**config.mk**
```make
export PLATFORM = sky130hd
export DESIGN_NAME = ddr2_sdram_ex_pattern_ctl
export DESIGN_NICKNAME = d
export VERILOG_FILES = /design/src/rtl/ddr2_sdram_ex_pkg.sv /design/src/rtl/ddr2_sdram_ex_pattern_lane.sv /design/src/rtl/ddr2_sdram_ex_pattern_ctl.sv
export SDC_FILE = /design/constraint.sdc
export NUM_CORES = 1
export LEC_CHECK = 0
export ABC_CLOCK_PERIOD_IN_PS = 5100
export BUFFER_PORTS_ARGS = -buffer_cell sky130_fd_sc_hd__buf_2
export CAP_MARGIN = 30
export CORE_UTILIZATION = 60
export CTS_CLUSTER_SIZE = 12
export DETAILED_ROUTE_END_ITERATION = 6
export PLACE_DENSITY = 0.84
export SKIP_LAST_GASP = 1
export SLEW_MARGIN = 40
export SYNTH_ARGS = -nofsm -noshare
export SYNTH_HDL_FRONTEND = slang
export SYNTH_SLANG_ARGS = --single-unit
```
**constraint.sdc**
```tcl
create_clock -name clk -period 5.1 [get_ports clk]
set_input_delay 0.765 -clock clk [delete_from_list [all_inputs] [get_ports clk]]
set_output_delay 0.765 -clock clk [all_outputs]
set_load 0.02 [all_outputs]
```
**src/rtl/ddr2_sdram_ex_pkg.sv**
```systemverilog
// Shared types and helpers for the DDR2 example-design pattern controller.
package ddr2_sdram_ex_pkg;

  typedef enum logic [2:0] {
    IDLE,
    WR_REQ,
    WR_DATA,
    RD_INIT,
    RD_REQ,
    RD_WAIT,
    DONE
  } ex_state_e;

  // Galois feedback: bit 7 folds into bits 0, 2, 3 and 4.
  localparam logic [7:0] LFSR_TAPS = 8'h1D;

  function automatic int num_lanes(input int data_width);
    return data_width / 8;
  endfunction

  function automatic logic [7:0] lfsr_next(input logic [7:0] s);
    return {s[6:0], 1'b0} ^ (s[7] ? LFSR_TAPS : 8'h00);
  endfunction

endpackage

```
**src/rtl/ddr2_sdram_ex_pattern_lane.sv**
```systemverilog
// One byte lane: write-pattern LFSR, expected-data LFSR and byte comparator.
module ddr2_sdram_ex_pattern_lane
  import ddr2_sdram_ex_pkg::*;
#(
  parameter logic [7:0] SEED = 8'h00
) (
  input  logic       clk,
  input  logic       reset_n,
  input  logic       wr_load_i,
  input  logic       wr_step_i,
  input  logic       exp_load_i,
  input  logic       exp_step_i,
  input  logic [7:0] rdata_i,
  output logic [7:0] wdata_o,
  output logic       match_o
);

  logic [7:0] wr_q;
  logic [7:0] exp_q;

  // Load wins over step so a restart always begins from the seed.
  always_ff @(posedge clk or negedge reset_n) begin
    if (!reset_n) begin
      wr_q  <= SEED;
      exp_q <= SEED;
    end else begin
      if (wr_load_i)      wr_q <= SEED;
      else if (wr_step_i) wr_q <= lfsr_next(wr_q);

      if (exp_load_i)      exp_q <= SEED;
      else if (exp_step_i) exp_q <= lfsr_next(exp_q);
    end
  end

  assign wdata_o = wr_q;
  assign match_o = (rdata_i == exp_q);

endmodule

```
**src/rtl/ddr2_sdram_ex_pattern_ctl.sv**
```systemverilog
// DDR2 example-design self-test controller: LFSR write phase, then read-back compare.
// Optional write-beat error injection when DDR2_EX_PATTERN_CTL_ERR_INJECT_EN is defined.
module ddr2_sdram_ex_pattern_ctl
  import ddr2_sdram_ex_pkg::*;
#(
  parameter int DATA_WIDTH = 32,
  parameter int ADDR_WIDTH = 24,
  parameter int BURST_LEN  = 4,
  parameter int NUM_BURSTS = 16,
  parameter int SEED_BASE  = 32
) (
  input  logic                    clk,
  input  logic                    reset_n,
  input  logic                    start,
  input  logic                    local_ready,
  output logic                    local_write_req,
  output logic                    local_read_req,
  output logic [ADDR_WIDTH-1:0]   local_addr,
  output logic [3:0]              local_size,
  input  logic                    local_wdata_req,
  output logic [DATA_WIDTH-1:0]   local_wdata,
  input  logic [DATA_WIDTH-1:0]   local_rdata,
  input  logic                    local_rdata_valid,
`ifdef DDR2_EX_PATTERN_CTL_ERR_INJECT_EN
  input  logic                    err_inject,
`endif
  output logic                    busy,
  output logic                    test_complete,
  output logic [DATA_WIDTH/8-1:0] pnf_per_byte,
  output logic                    pass
);

  localparam int LANES       = num_lanes(DATA_WIDTH);
  localparam int TOTAL_BEATS = NUM_BURSTS * BURST_LEN;
  localparam int BURST_W     = $clog2(NUM_BURSTS) + 1;
  localparam int BEAT_W      = $clog2(BURST_LEN) + 1;
  localparam int RD_BEAT_W   = $clog2(TOTAL_BEATS) + 1;

  ex_state_e               state_q;
  logic [BURST_W-1:0]      wr_burst_cnt_q;
  logic [BURST_W-1:0]      rd_burst_cnt_q;
  logic [BEAT_W-1:0]       beat_cnt_q;
  logic [RD_BEAT_W-1:0]    rd_beat_cnt_q;
  logic                    write_req_q;
  logic                    read_req_q;
  logic [ADDR_WIDTH-1:0]   addr_q;
  logic                    busy_q;
  logic                    done_q;
  logic [LANES-1:0]        pnf_q;

  logic                    start_go;
  logic                    wr_beat;
  logic                    rd_beat;
  logic                    exp_load;
  logic [DATA_WIDTH-1:0]   lane_wdata;
  logic [LANES-1:0]        lane_match;

  assign start_go = start && ((state_q == IDLE) || (state_q == DONE));
  assign wr_beat  = (state_q == WR_DATA) && local_wdata_req;
  assign rd_beat  = ((state_q == RD_REQ) || (state_q == RD_WAIT)) && local_rdata_valid &&
                    (rd_beat_cnt_q < RD_BEAT_W'(TOTAL_BEATS));
  assign exp_load = start_go || (state_q == RD_INIT);

  for (genvar i = 0; i < LANES; i++) begin : g_lane
    ddr2_sdram_ex_pattern_lane #(
      .SEED(8'((SEED_BASE + i) % 256))
    ) u_lane (
      .clk        (clk),
      .reset_n    (reset_n),
      .wr_load_i  (start_go),
      .wr_step_i  (wr_beat),
      .exp_load_i (exp_load),
      .exp_step_i (rd_beat),
      .rdata_i    (local_rdata[8*i +: 8]),
      .wdata_o    (lane_wdata[8*i +: 8]),
      .match_o    (lane_match[i])
    );
  end

  // NOTE: all state here uses non-blocking assignment so every register samples
  // the pre-edge values, independent of statement order within the block.
  always_ff @(posedge clk or negedge reset_n) begin
    if (!reset_n) begin
      state_q        <= IDLE;
      wr_burst_cnt_q <= '0;
      rd_burst_cnt_q <= '0;
      beat_cnt_q     <= '0;
      rd_beat_cnt_q  <= '0;
      write_req_q    <= 1'b0;
      read_req_q     <= 1'b0;
      addr_q         <= '0;
      busy_q         <= 1'b0;
      done_q         <= 1'b0;
      pnf_q          <= '1;
    end else begin
      // Read beats are scored in both RD_REQ and RD_WAIT.
      if (rd_beat) begin
        rd_beat_cnt_q <= rd_beat_cnt_q + 1'b1;
        pnf_q         <= pnf_q & lane_match;
      end

      unique case (state_q)
        IDLE, DONE: begin
          if (start) begin
            state_q        <= WR_REQ;
            write_req_q    <= 1'b1;
            addr_q         <= '0;
            busy_q         <= 1'b1;
            done_q         <= 1'b0;
            pnf_q          <= '1;
            wr_burst_cnt_q <= '0;
            rd_burst_cnt_q <= '0;
            beat_cnt_q     <= '0;
            rd_beat_cnt_q  <= '0;
          end
        end
        WR_REQ: begin
          if (local_ready) begin
            write_req_q    <= 1'b0;
            wr_burst_cnt_q <= wr_burst_cnt_q + 1'b1;
            beat_cnt_q     <= '0;
            state_q        <= WR_DATA;
          end
        end
        WR_DATA: begin
          if (local_wdata_req) begin
            beat_cnt_q <= beat_cnt_q + 1'b1;
            if (beat_cnt_q == BEAT_W'(BURST_LEN - 1)) begin
              if (wr_burst_cnt_q < BURST_W'(NUM_BURSTS)) begin
                state_q     <= WR_REQ;
                write_req_q <= 1'b1;
                addr_q      <= ADDR_WIDTH'(wr_burst_cnt_q) * ADDR_WIDTH'(BURST_LEN);
              end else begin
                state_q <= RD_INIT;
              end
            end
          end
        end
        RD_INIT: begin
          state_q        <= RD_REQ;
          read_req_q     <= 1'b1;
          addr_q         <= '0;
          rd_burst_cnt_q <= '0;
        end
        RD_REQ: begin
          if (local_ready) begin
            rd_burst_cnt_q <= rd_burst_cnt_q + 1'b1;
            if (rd_burst_cnt_q == BURST_W'(NUM_BURSTS - 1)) begin
              read_req_q <= 1'b0;
              state_q    <= RD_WAIT;
            end else begin
              addr_q <= ADDR_WIDTH'(rd_burst_cnt_q + 1'b1) * ADDR_WIDTH'(BURST_LEN);
            end
          end
        end
        RD_WAIT: begin
          if (rd_beat_cnt_q == RD_BEAT_W'(TOTAL_BEATS)) begin
            state_q <= DONE;
            busy_q  <= 1'b0;
            done_q  <= 1'b1;
          end
        end
        default: state_q <= IDLE;
      endcase
    end
  end

`ifdef DDR2_EX_PATTERN_CTL_ERR_INJECT_EN
  // Corrupt only the driven beat; lane state keeps the clean sequence.
  assign local_wdata = lane_wdata ^ {{(DATA_WIDTH-1){1'b0}}, err_inject & wr_beat};
`else
  assign local_wdata = lane_wdata;
`endif

  assign local_write_req = write_req_q;
  assign local_read_req  = read_req_q;
  assign local_addr      = addr_q;
  assign local_size      = 4'(BURST_LEN);
  assign busy            = busy_q;
  assign test_complete   = done_q;
  assign pnf_per_byte    = pnf_q;
  assign pass            = done_q & (&pnf_q);

endmodule

```
## Word level (Yosys, flattened, before mapping)

Index checks and enable logic that the tools add are counted.

| storage, ports and cells | value |
|---|---|
| register bits | 119 |
| output and inout bits | 69 |
| word-level logic and storage cells | 153 |

| cells by class | value |
|---|---|
| add/subtract/negate cells | 5 |
| $lt $le $gt $ge | 2 |
| eq/ne operators | 22 |
| muxes and demuxes | 69 |
| bitwise operators | 10 |
| reductions and logical operators | 26 |

Operator list:

| operator | number |
|---|---|
| $mux W24 | 6 |
| $mux W8 | 16 |
| $pmux W24 S4 | 1 |
| $xor A8 B8 Y8 | 8 |
| $mux W5 | 11 |
| $eq A8 B8 Y1 | 4 |
| $mux W3 | 10 |
| $mux W7 | 3 |
| $pmux W3 S6 | 1 |
| $pmux W5 S3 | 1 |
| $reduce_and A7 Y1 | 2 |
| $mux W4 | 3 |
| $reduce_and A3 Y1 | 4 |
| $add A5 B1 Y5 const B | 2 |
| $mux W1 | 10 |
| $ne A2 B2 Y1 const B | 5 |
| $pmux W5 S2 | 1 |
| $reduce_bool A2 Y1 | 5 |
| $eq A3 B2 Y1 const B | 3 |
| $eq A3 B3 Y1 const B | 3 |
| $pmux W3 S3 | 1 |
| $ne A2 B1 Y1 const B | 4 |
| $reduce_and A4 Y1 | 2 |
| $add A7 B1 Y7 const B | 1 |
| 19 further kinds | 27 |

## Longest topological paths before layout

Gate-level depths: netlist (run 1).

| logic depth | value |
|---|---|
| depth after elaboration | 7 |
| depth in mapped cells | 7 |
| gate-level depth less buffers | 7 |

## By module

Synthesis (run 1) repeated with hierarchy kept, for this count alone.

| second synthesis, totals | value |
|---|---|
| cells, all modules | 525 |
| area, all modules | 5486.5 um2 |

Modules (own cells, without submodules):

| module | times used | cells an instance | area an instance (um2) |
|---|---|---|---|
| ddr2_sdram_ex_pattern_ctl | 1 | 241 | 2278.4 |
| ddr2_sdram_ex_pattern_lane at g_lane[1].u_lane ... | 2 | 71 | 805.8 |
| ddr2_sdram_ex_pattern_lane at g_lane[3].u_lane | 1 | 71 | 805.8 |
| ddr2_sdram_ex_pattern_lane at g_lane[0].u_lane | 1 | 71 | 790.8 |

## Worst setup path before layout (run 1)

OpenSTA, ideal clock, no wires.

| timing path | value |
|---|---|
| kind | reg-to-reg |
| from | register rd_burst_cnt_q[0] |
| to | register addr_q[3] (netlist: local_addr[3]) |
| setup time | 0.125 ns |
| data arrival time | 1.933 ns |
| required time | 4.975 ns |
| slack | 3.042 ns |
| cell stages (with the launch flop) | 8 |
| path buffers | 0 |
| period minus slack after synthesis | 2.058 ns |
| cell sequence | dfrtp_1 ha_1 and3_1 ha_1 a21oi_1 o2bb2ai_1 a221oi_4 mux2_2 |

| between the ends | value |
|---|---|
| cells in the longest elaborated chain, start to end | 4 |
| elaborated cells on any way between the ends | 7 |
| classes of those cells | add/sub: 1; eq/ne: 2; mux: 3; reduce/logical: 1 |

RTL lines:

| item | line | source |
|---|---|---|
| start, declared | ddr2_sdram_ex_pattern_ctl.sv:41 | `logic [BURST_W-1:0] rd_burst_cnt_q;` |
| start signal, assigned | ddr2_sdram_ex_pattern_ctl.sv:147 | `rd_burst_cnt_q <= rd_burst_cnt_q + 1'b1;` |
| $add A5 B1 Y6 | ddr2_sdram_ex_pattern_ctl.sv:152 | `addr_q <= ADDR_WIDTH'(rd_burst_cnt_q + 1'b1) * ADDR_WIDTH'(BURST_LEN);` |
| $mux W24 | ddr2_sdram_ex_pattern_ctl.sv:148 | `if (rd_burst_cnt_q == BURST_W'(NUM_BURSTS - 1)) begin` |
| $mux W24 | ddr2_sdram_ex_pattern_ctl.sv:146 | `if (local_ready) begin` |
| $pmux W24 S4 | ddr2_sdram_ex_pattern_ctl.sv:102 | `unique case (state_q)` |
| end signal, assigned | ddr2_sdram_ex_pattern_ctl.sv:132 | `addr_q <= ADDR_WIDTH'(wr_burst_cnt_q) * ADDR_WIDTH'(BURST_LEN);` |
| end signal, assigned | ddr2_sdram_ex_pattern_ctl.sv:152 |  |
| end, declared | ddr2_sdram_ex_pattern_ctl.sv:46 | `logic [ADDR_WIDTH-1:0] addr_q;` |

Parallel ways exist; a longest one is shown, timed or not. The select of a mux whose other input is x is not followed.
A chain may end at the register's enable or synchronous reset.

## Final worst setup path (run 1)

| timing path | value |
|---|---|
| from | register state_q[2] |
| to | register addr_q[7] (netlist: local_addr[7]) |

| between the ends | value |
|---|---|
| cells in the longest elaborated chain, start to end | 4 |
| elaborated cells on any way between the ends | 15 |
| classes of those cells | eq/ne: 10; mux: 1; reduce/logical: 4 |

RTL lines:

| item | line | source |
|---|---|---|
| start, declared | ddr2_sdram_ex_pattern_ctl.sv:39 | `ex_state_e state_q;` |
| start signal, assigned | ddr2_sdram_ex_pattern_ctl.sv:84 | `state_q <= IDLE;` |
| start signal, assigned | ddr2_sdram_ex_pattern_ctl.sv:105 | `state_q <= WR_REQ;` |
| start signal, assigned | ddr2_sdram_ex_pattern_ctl.sv:122 | `state_q <= WR_DATA;` |
| $eq A3 B3 Y1 or $logic_not A3 Y1 (tied branches) | ddr2_sdram_ex_pattern_ctl.sv:102 |  |
| $reduce_or A2 Y1 | ddr2_sdram_ex_pattern_ctl.sv:102 |  |
| $reduce_bool A4 Y1 (no source line) or $ne A2 B2 Y1 (tied branches) | n/a |  |
| $reduce_and A7 Y1 (no source line) | n/a |  |

Parallel ways exist; a longest one is shown, timed or not.

==> impl_metrics.ini, run 1 <==
[clock_tree]
clk_path_buf_depth = 2
cts_made_buffers = 9
h-tree-depth = 3
clock-root-buffer = clkbuf_8
cts-resized-gates = 0
clk-insertion-delay-late_ps = 360
cts_sinks = 101
ctsHoldBuffers = 0
path_clk_slew_ps = 100
cts_setup_buffers = 0
cts_tree = yes

[timing]
finalCriticalPeriod_ps = 2365
fin_tns_setup_ps = 0
clock-skew-final_ps = 11.03
worstMarginPinSlew_ps = 837.1
fin_crit_sh = 0.4636
final_hold_viol_count = 0
rsz0062_at_grt = no
setup_viol = 0
relSlewSlack = 0.4406
clock.fmax_mhz = 422.9
slew_violations = 0

[critical_path]
crit_type = reg -> reg
reg2regPathDepth = 5
path_cells = nor3b_1, buf_4, o2bb2ai_1, a221oi_4, mux2_2
crit_path_start = state_q[2]
end_kind = flop
slowest_stage = dfrtp_1
worstPathMaxFanout = 24
max_stage_delay_ps = 850
cp.arrival_ps = 2600
start_kind = flop
r2r_start = state_q[2]
cp.required_ps = 5340

[layout]
drive_above_1_share = 0.2247
seqCellArea_um2 = 2552
antenna_cells = 0
multi_input_area_um2 = 2424
utilization = 0.6997
synthToLayoutAreaGrowth_pct = 10.78
fillCellCount = 624
fin_nets = 663

[power]
p_switching_uw = 1443
vdd_drop_max_uv = 302.1
p_leak_uw = 0.002649
p_int_uw = 2032
netSwitchingFraction = 0.4153
power-per-cell-area_nw_per_um2 = 595.4
clkPwrFrac = 0.147
combPwrFrac = 0.418
sequentialPowerShare = 0.434

[grt]
grt_use_total = 0.2422
grt.busiest_layer = met2
antenna_found_initial = 0
grt_max_degree = 64
met1_usage = 0.3274
grtUsageMet3 = 0.04660
grt_pass1_vias = 3672
use_met2 = 0.3935
grt_pass1_wl_um = 17040
grt.overflow.total = 0

[synthesis]
yosysWarnings = 0
synth_enable_flop_cells = 0
synth_cell_type_count = 48
syn_avg_cell_area_um2 = 9.474
yosysSeqAreaShare = 0.4846
synth_area_um2 = 5268
synthArstFlopShare = 1.000
ys_ff_latch = 101
synth_ff_type = dfrtp_1
netlist_instances = 556

[floorplanning]
io_pins = 107
coreArea_um2 = 8341
start_util = 0.6316
die_w_um = 95.70
dieArea_um2 = 9158
die_h_um = 95.70
row_count = 33

[placed_design]
dp_hpwl_um = 7318
buffer_ports.inserted = 84
globalplace.congestion = 0.7830

[run_status]
status = completed

[route]
wire_per_inst_um = 14.53
wl_um = 10580
antenna_left = 0
drt_first_pass_iters = 5
vias = 4000
drtIter0Drc = 171
viasPerCell = 5.495
drc = 0

[worst_hold_path]
hp-class = in -> async

[flow_run]
cap_violations = 0
## cell families after synthesis
kind of cell,share of synthesized area
flip-flops,0.4846
buffers and inverters,0.07245
AO/OA/AOI/OAI,0.1183
AND/OR/NAND/NOR,0.1675
XOR/XNOR,0.1064
adder cells (fa/ha/maj),0.01663
other,0.001426
multiplexers,0.03278
## layout make-up
| type | count | area share |
|---|---|---|
| clock inverter | 5 | 0.01008 |
| timing repair buffer | 90 | 0.08148 |
| multi-input combinational | 402 | 0.4153 |
| clock buffer | 11 | 0.02423 |
| sequential | 101 | 0.4374 |
| tap | 105 | 0.02251 |
| inverter | 14 | 0.009005 |
## synthesized netlist by cell type, types with 9 or more instances
| cell type | number | area [µm²] |
|---|---|---|
| nand2_1 | 103 | 386.6 |
| dfrtp_1 | 81 | 2027 |
| xnor2_1 | 59 | 516.8 |
| nor2_1 | 41 | 153.9 |
| a21oi_1 | 36 | 180.2 |
| a211oi_1 | 24 | 180.2 |
| buf_4 | 23 | 172.7 |
| dfstp_2 | 20 | 525.5 |
| nand3_1 | 20 | 100.1 |
| clkbuf_1 | 19 | 71.32 |
| buf_2 | 16 | 80.08 |
| inv_1 | 14 | 52.55 |
| nand4_1 | 12 | 75.07 |
| mux2_2 | 10 | 112.6 |
| o21ai_0 | 9 | 45.04 |
## registers in the layout, summed over array words and instances, names as in the netlist, 4 cells and up
register and flops:
rd_beat_cnt_q 7, local_addr 6, g_lane.u_lane.exp_q 32, pnf_per_byte 4, g_lane.u_lane.wdata_o 32, rd_burst_cnt_q 5, wr_burst_cnt_q 5
## layout by cell type, fill, tap and decap left out, types with 2 or more instances in the layout
cell type,Yosys,routed
nand2_1,103,103
conb_1,2,22
nor3b_1,3,3
nand4_1,12,12
nor2b_1,3,3
or3_1,3,3
a31oi_1,2,2
dfstp_2,20,20
o2bb2ai_1,2,2
and3_1,3,3
and2_1,3,3
buf_4,23,5
mux2_2,10,10
o21ai_0,9,9
clkbuf_8,0,10
a21o_1,6,6
inv_1,14,14
nand3_1,20,20
a21oi_1,36,36
buf_6,0,2
a221o_1,2,2
ha_1,7,7
mux2i_1,6,6
xnor2_1,59,59
nor2_1,41,41
xor2_1,5,5
dfrtp_1,81,81
clkinvlp_4,0,2
a22o_1,2,2
a211oi_1,24,24
buf_2,16,83
o21a_1,2,2
## routing by layer
layer,up-vias,wire [µm]
li1,1936,-
met1,1940,4744
met2,107,5152
met3,17,526
met4,0,153
met5,-,0
## critical path: cells and delay by family, from the launching register on
kind | cells | cell delay [ps]
mux | 1 | 400
compound gates | 2 | 570
buf+inv | 1 | 220
flops | 1 | 850
simple gates | 1 | 200
## final timing paths
path	endpoint	slack (ps)
worst max-delay path	local_addr[7]	2740
worst min-delay path	g_lane[3].u_lane.wdata_o[3]	370
worst max register to register	local_addr[7]	2740
worst min register to register	g_lane[0].u_lane.wdata_o[5]	490
max in group asynchronous	g_lane[0].u_lane.exp_q[5]	3770
min in group clk	g_lane[0].u_lane.wdata_o[5]	490
## power groups by stage
stage	clock, µW	sequential, µW	combinational (µW)
after floorplan	0	1520	1090
after global placement	0	1500	1390
after detailed placement	0	1520	1460
after CTS	524	1510	1460
after global routing	563	1550	1610
final	512	1510	1450
## through the flow
| stage | hold slack (ps) | setup WS (ps) | power, µW | cells | area [µm²] |
|---|---|---|---|---|---|
| detailed placement | 475.0 | 2722 | 2976 | 712 | 5632 |
| global placement | 470.7 | 2828 | 2892 | 711 | 5620 |
| floorplan | 455.7 | 3042 | 2612 | 576 | 5343 |
| global route | 400.5 | 2526 | 3725 | 728 | 5836 |
| finish | 370.7 | 2735 | 3475 | 728 | 5836 |
| CTS | 498.6 | 2758 | 3495 | 728 | 5832 |
Power figures use the tool's default switching activity.
==> run 2: changes to the inputs <==
- ABC_CLOCK_PERIOD_IN_PS: 5100 -> 2000
- CORE_UTILIZATION: 60 -> 50
- PLACE_DENSITY: 0.84 -> 0.75
- clock period: 5.1 -> 2 ns (I/O delays scaled with it)
==> impl_metrics.ini, run 2 (same netlist as run 1, synthesis figures left out) <==
[critical_path]
cp.required_ps = 2260
r2r_start = rd_burst_cnt_q[0]
crit_path_start = rd_burst_cnt_q[0]
ff2ff_setup_slack_ps = -6
end_kind = flop
crit_type = reg -> reg
reg2regPathDepth = 8
worstPathMaxFanout = 6
r2r_end = local_addr[5]
cp.arrival_ps = 2260
path_cells = ha_2, and3_1, ha_1, a21oi_1, o2bb2ai_1, a221oi_4, buf_6, mux2_4
start_kind = flop
max_stage_delay_ps = 400
slowest_stage = dfrtp_1

[timing]
slew_violations = 0
finalCriticalPeriod_ps = 2006
setup_viol = 3
fin_crit_sh = 1.003
clock-skew-final_ps = 10.25
fin_tns_setup_ps = -10.30
worstMarginPinSlew_ps = 523.0
clock.fmax_mhz = 498.5
rsz0062_at_grt = yes
relSlewSlack = 0.6514
setup_slack_ps = -6.212
final_hold_viol_count = 0
fin_worst_hold_slack_ps = 366.2

[layout]
seqCellArea_um2 = 2554
final_cell_mix = nand2_1 (102), buf_2 (83), dfrtp_1 (80), xnor2_1 (59), nor2_1 (41)
antenna_cells = 0
synthToLayoutAreaGrowth_pct = 15.77
fin_nets = 685
fillCellCount = 873
multi_input_area_um2 = 2449
mostFrequentLayoutCell = nand2_1
final_area_um2 = 6098
drive_above_1_share = 0.2558

[route]
viasPerCell = 5.266
vias = 4113
drt_first_pass_iters = 4
antenna_left = 0
wire_per_inst_um = 14.12
drc = 0
wl_um = 11030
drtIter0Drc = 203

[clock_tree]
cts_sinks = 101
h-tree-depth = 3
clk_path_buf_depth = 2
cts_made_buffers = 9
cts_tree = yes
path_clk_slew_ps = 100
clk-insertion-delay-late_ps = 360
clock-root-buffer = clkbuf_8

[grt]
grt_pass1_vias = 3878
antenna_found_initial = 0
grt_use_total = 0.2043
grt.overflow.total = 0
grt_max_degree = 55
grt_pass1_wl_um = 18180

[run_status]
status = complete, but fails checks
violations = setup timing

[power]
p_leak_uw = 0.002771
sequentialPowerShare = 0.410
vdd_drop_max_uv = 655.4
netSwitchingFraction = 0.4179
p_int_uw = 5308
p_switching_uw = 3811
combPwrFrac = 0.454
power-per-cell-area_nw_per_um2 = 1495
clkPwrFrac = 0.135

[placed_design]
globalplace.congestion = 0.8415
dp_hpwl_um = 7789
dp_slack_ps = -35.97
buffer_ports.inserted = 84
placed_area_um2 = 5854

[worst_hold_path]
holdPathStages = 4
hp-class = in -> reg
min-delay-start = local_ready
worstHoldEndpoint = local_write_req

[floorplanning]
dieArea_um2 = 10950
row_count = 37
die_w_um = 104.6
coreArea_um2 = 10280
start_util = 0.5125
die_h_um = 104.6
io_pins = 107

[flow_run]
cap_violations = 0
-- run 2: repair_timing --
item,CTS,global route
buffers inserted,1,2
hold endpoints to repair,27,0
setup endpoints to repair,22,11
pin swaps,0,0
resized for setup,1,7
hold buffers,1,0
-- run 2: metal layers --
| metal | GRT usage | vias to the layer above | part of all wire |
|---|---|---|---|
| met4 | 0.06338 | 0 | 0.016 |
| met3 | 0.04117 | 16 | 0.042 |
| met2 | 0.3434 | 117 | 0.49 |
| met5 | 0 | - | 0 |
| li1 | - | 1983 | - |
| met1 | 0.2657 | 1997 | 0.46 |
-- run 2: worst max-delay path by stage --
stage | cells after the start | end | slack, ps
final | 8 | local_addr[5] | -6
after global routing | 8 | local_addr[4] | -40
after CTS | 7 | local_addr[4] | -30
after detailed placement | 7 | local_addr[3] | -40
after global placement | 7 | local_addr[5] | 10
after floorplan | 7 | local_addr[3] | -20
-- run 2: power by group through the flow --
stage	sequential [µW]	combinational [µW]	clock (µW)
floorplan	3890	2780	0
global placement	3720	3910	0
detailed placement	3760	4060	0
CTS	3740	4090	1270
global route	3860	4540	1340
finish	3740	4140	1230
-- run 2: cell type report --
| class | count | area share |
|---|---|---|
| Multi-Input combinational cell | 402 | 0.4015 |
| Inverter | 14 | 0.008617 |
| Timing Repair Buffer | 112 | 0.1130 |
| Tap cell | 136 | 0.02790 |
| Clock buffer | 10 | 0.02093 |
| Clock inverter | 6 | 0.009233 |
| Sequential cell | 101 | 0.4188 |
-- run 2: metrics by stage --
| stage | total power, µW | std cells | utilization |
|---|---|---|---|
| finish | 9118 | 781 | 0.5934 |
| global route | 9748 | 781 | 0.5934 |
| CTS | 9102 | 779 | 0.5897 |
| detailed placement | 7820 | 761 | 0.5696 |
| global placement | 7628 | 761 | 0.5696 |
| floorplan | 6662 | 576 | - |
-- run 2: worst max-delay path: cells and delay by family (launching register included) --
kind / cells / cell delay (ps)
and+or+nand+nor: 1 / 180
AOI/OAI and AO/OA: 3 / 490
muxes: 1 / 300
buffers and inverters: 1 / 170
adders and majority gates: 2 / 370
DFF: 1 / 400
==> run 3: changes to the inputs <==
- CELL_PAD_IN_SITES_DETAIL_PLACEMENT: not set -> 0
- CELL_PAD_IN_SITES_GLOBAL_PLACEMENT: not set -> 2
- CORE_UTILIZATION: 50 -> 30
- GPL_TIMING_DRIVEN: not set -> 1
- PLACE_DENSITY: 0.75 -> 0.73
==> impl_metrics.ini, run 3 (same netlist as run 1, synthesis figures left out) <==
[run_status]
status = completed

[critical_path]
worstPathMaxFanout = 6
crit_family = flip-flops
max_stage_delay_ps = 400
path_cells = ha_2, and3_4, ha_4, a21oi_2, o2bb2ai_2, a221oi_4, buf_6, mux2_2
crit_type = reg -> reg
cp.arrival_ps = 2180
start_kind = flop
end_kind = flop
slowest_stage = dfrtp_1
cp.required_ps = 2240
path_buf_inv = 1

[floorplanning]
die_w_um = 134.5
row_count = 48
dieArea_um2 = 18090
coreArea_um2 = 17240
start_util = 0.3056
io_pins = 107
die_h_um = 134.5

[clock_tree]
clk-insertion-delay-late_ps = 360
cts_sinks = 101
h-tree-depth = 3
path_clk_slew_ps = 70
cts_tree = yes
cts_made_buffers = 9
clock-root-buffer = clkbuf_16
clk_path_buf_depth = 2

[layout]
fillCellCount = 1768
final_area_um2 = 6445
seqCellArea_um2 = 2554
synthToLayoutAreaGrowth_pct = 22.35
multi_input_area_um2 = 2461
mostFrequentLayoutCell = nand2_1
final_cell_mix = nand2_1 (103), buf_2 (83), dfrtp_1 (80), xnor2_1 (59), nor2_1 (41)
fin_nets = 698
drive_above_1_share = 0.2751

[route]
antenna_left = 0
vias = 4023
drt_first_pass_iters = 4
drtIter0Drc = 193
drc = 0
wire_per_inst_um = 14.11
viasPerCell = 4.551
wl_um = 12480

[placed_design]
dp_slack_ps = -39.50
dp_hpwl_um = 8765
globalplace.congestion = 0.7920
buffer_ports.inserted = 84
placed_area_um2 = 6026

[power]
vdd_drop_max_uv = 588.3
p_leak_uw = 0.002883
power-per-cell-area_nw_per_um2 = 1518

[grt]
antenna_found_initial = 1
grt_use_total = 0.1416
grt.overflow.total = 0
grt_pass1_vias = 3795
grt_pass1_wl_um = 19760
grt_max_degree = 51

[timing]
clock.fmax_mhz = 515.6
relSlewSlack = 0.5911
worstMarginPinSlew_ps = 613.4
fin_worst_hold_slack_ps = 368.0
fin_tns_setup_ps = 0
clock-skew-final_ps = 11.09
finalCriticalPeriod_ps = 1939
slew_violations = 0
fin_crit_sh = 0.9697
setup_viol = 0
setup_slack_ps = 60.64
final_hold_viol_count = 0

[flow_run]
cap_violations = 0

[worst_hold_path]
hp-class = in -> reg
run 3: changes by cell type in the layout (fill, tap and decap cells not counted), sizes merged:
cell / delta
clkbuf: -1
diode: +1
buf: +13
clkinvlp: +1
run 3: final timing paths:
kind | from | endpoint | slack (ps) | cells after the start
worst min-delay path | local_ready | local_write_req | 370 | 4
max in group asynchronous | reset_n | g_lane[1].u_lane.wdata_o[5] | 840 | 3
worst max-delay path | rd_burst_cnt_q[1] | local_addr[7] | 60 | 8
min in group asynchronous | reset_n | g_lane[0].u_lane.wdata_o[6] | 510 | 2
worst max register to register | rd_burst_cnt_q[1] | local_addr[7] | 60 | 8
worst min register to register | beat_cnt_q[0] | beat_cnt_q[0] | 480 | 1
run 3: worst min-delay path, delay by kind of cell:
family,cells,cell delay [ps]
buffers and inverters,2,200
and+or+nand+nor,2,170
run 3: final cells by class:
| type | instances | area share |
|---|---|---|
| Clock inverter | 7 | 0.01068 |
| Antenna cell | 1 | 0.0003883 |
| Tap cell | 225 | 0.04368 |
| Timing Repair Buffer | 125 | 0.1241 |
| Clock buffer | 9 | 0.03494 |
| Multi-Input combinational cell | 402 | 0.3819 |
| Inverter | 14 | 0.008154 |
| Sequential cell | 101 | 0.3962 |
run 3: stage by stage:
stage | std cells | power (µW) | util
3_3_place_gp | 858 | 7858 | 0.3496
6_report | 884 | 9784 | 0.3739
2_1_floorplan | 576 | 6662 | -
5_1_grt | 883 | 10520 | 0.3738
3_5_place_dp | 858 | 7977 | 0.3496
4_1_cts | 877 | 9822 | 0.3688
run 3: timing repair:
item,in CTS,in global routing
endpoints found under the hold margin,34,0
resized for setup,3,6
hold buffers,1,0
buffers inserted,2,6
pin swaps,0,3
setup endpoints to repair,4,11
run 3: where the power goes:
| part | switching, µW | internal [µW] | total (µW) |
|---|---|---|---|
| logic | 2320 | 1980 | 4300 |
| clock network | 861 | 873 | 1730 |
| registers | 812 | 2940 | 3750 |
run 3: layer usage:
metal  part of all wire  up-vias  GRT usage
met5                  0        -          0
met4              0.017        0    0.05930
met3              0.037       15    0.02665
met2               0.46       80     0.2205
met1               0.49     1913     0.1927
li1                   -     2015          -
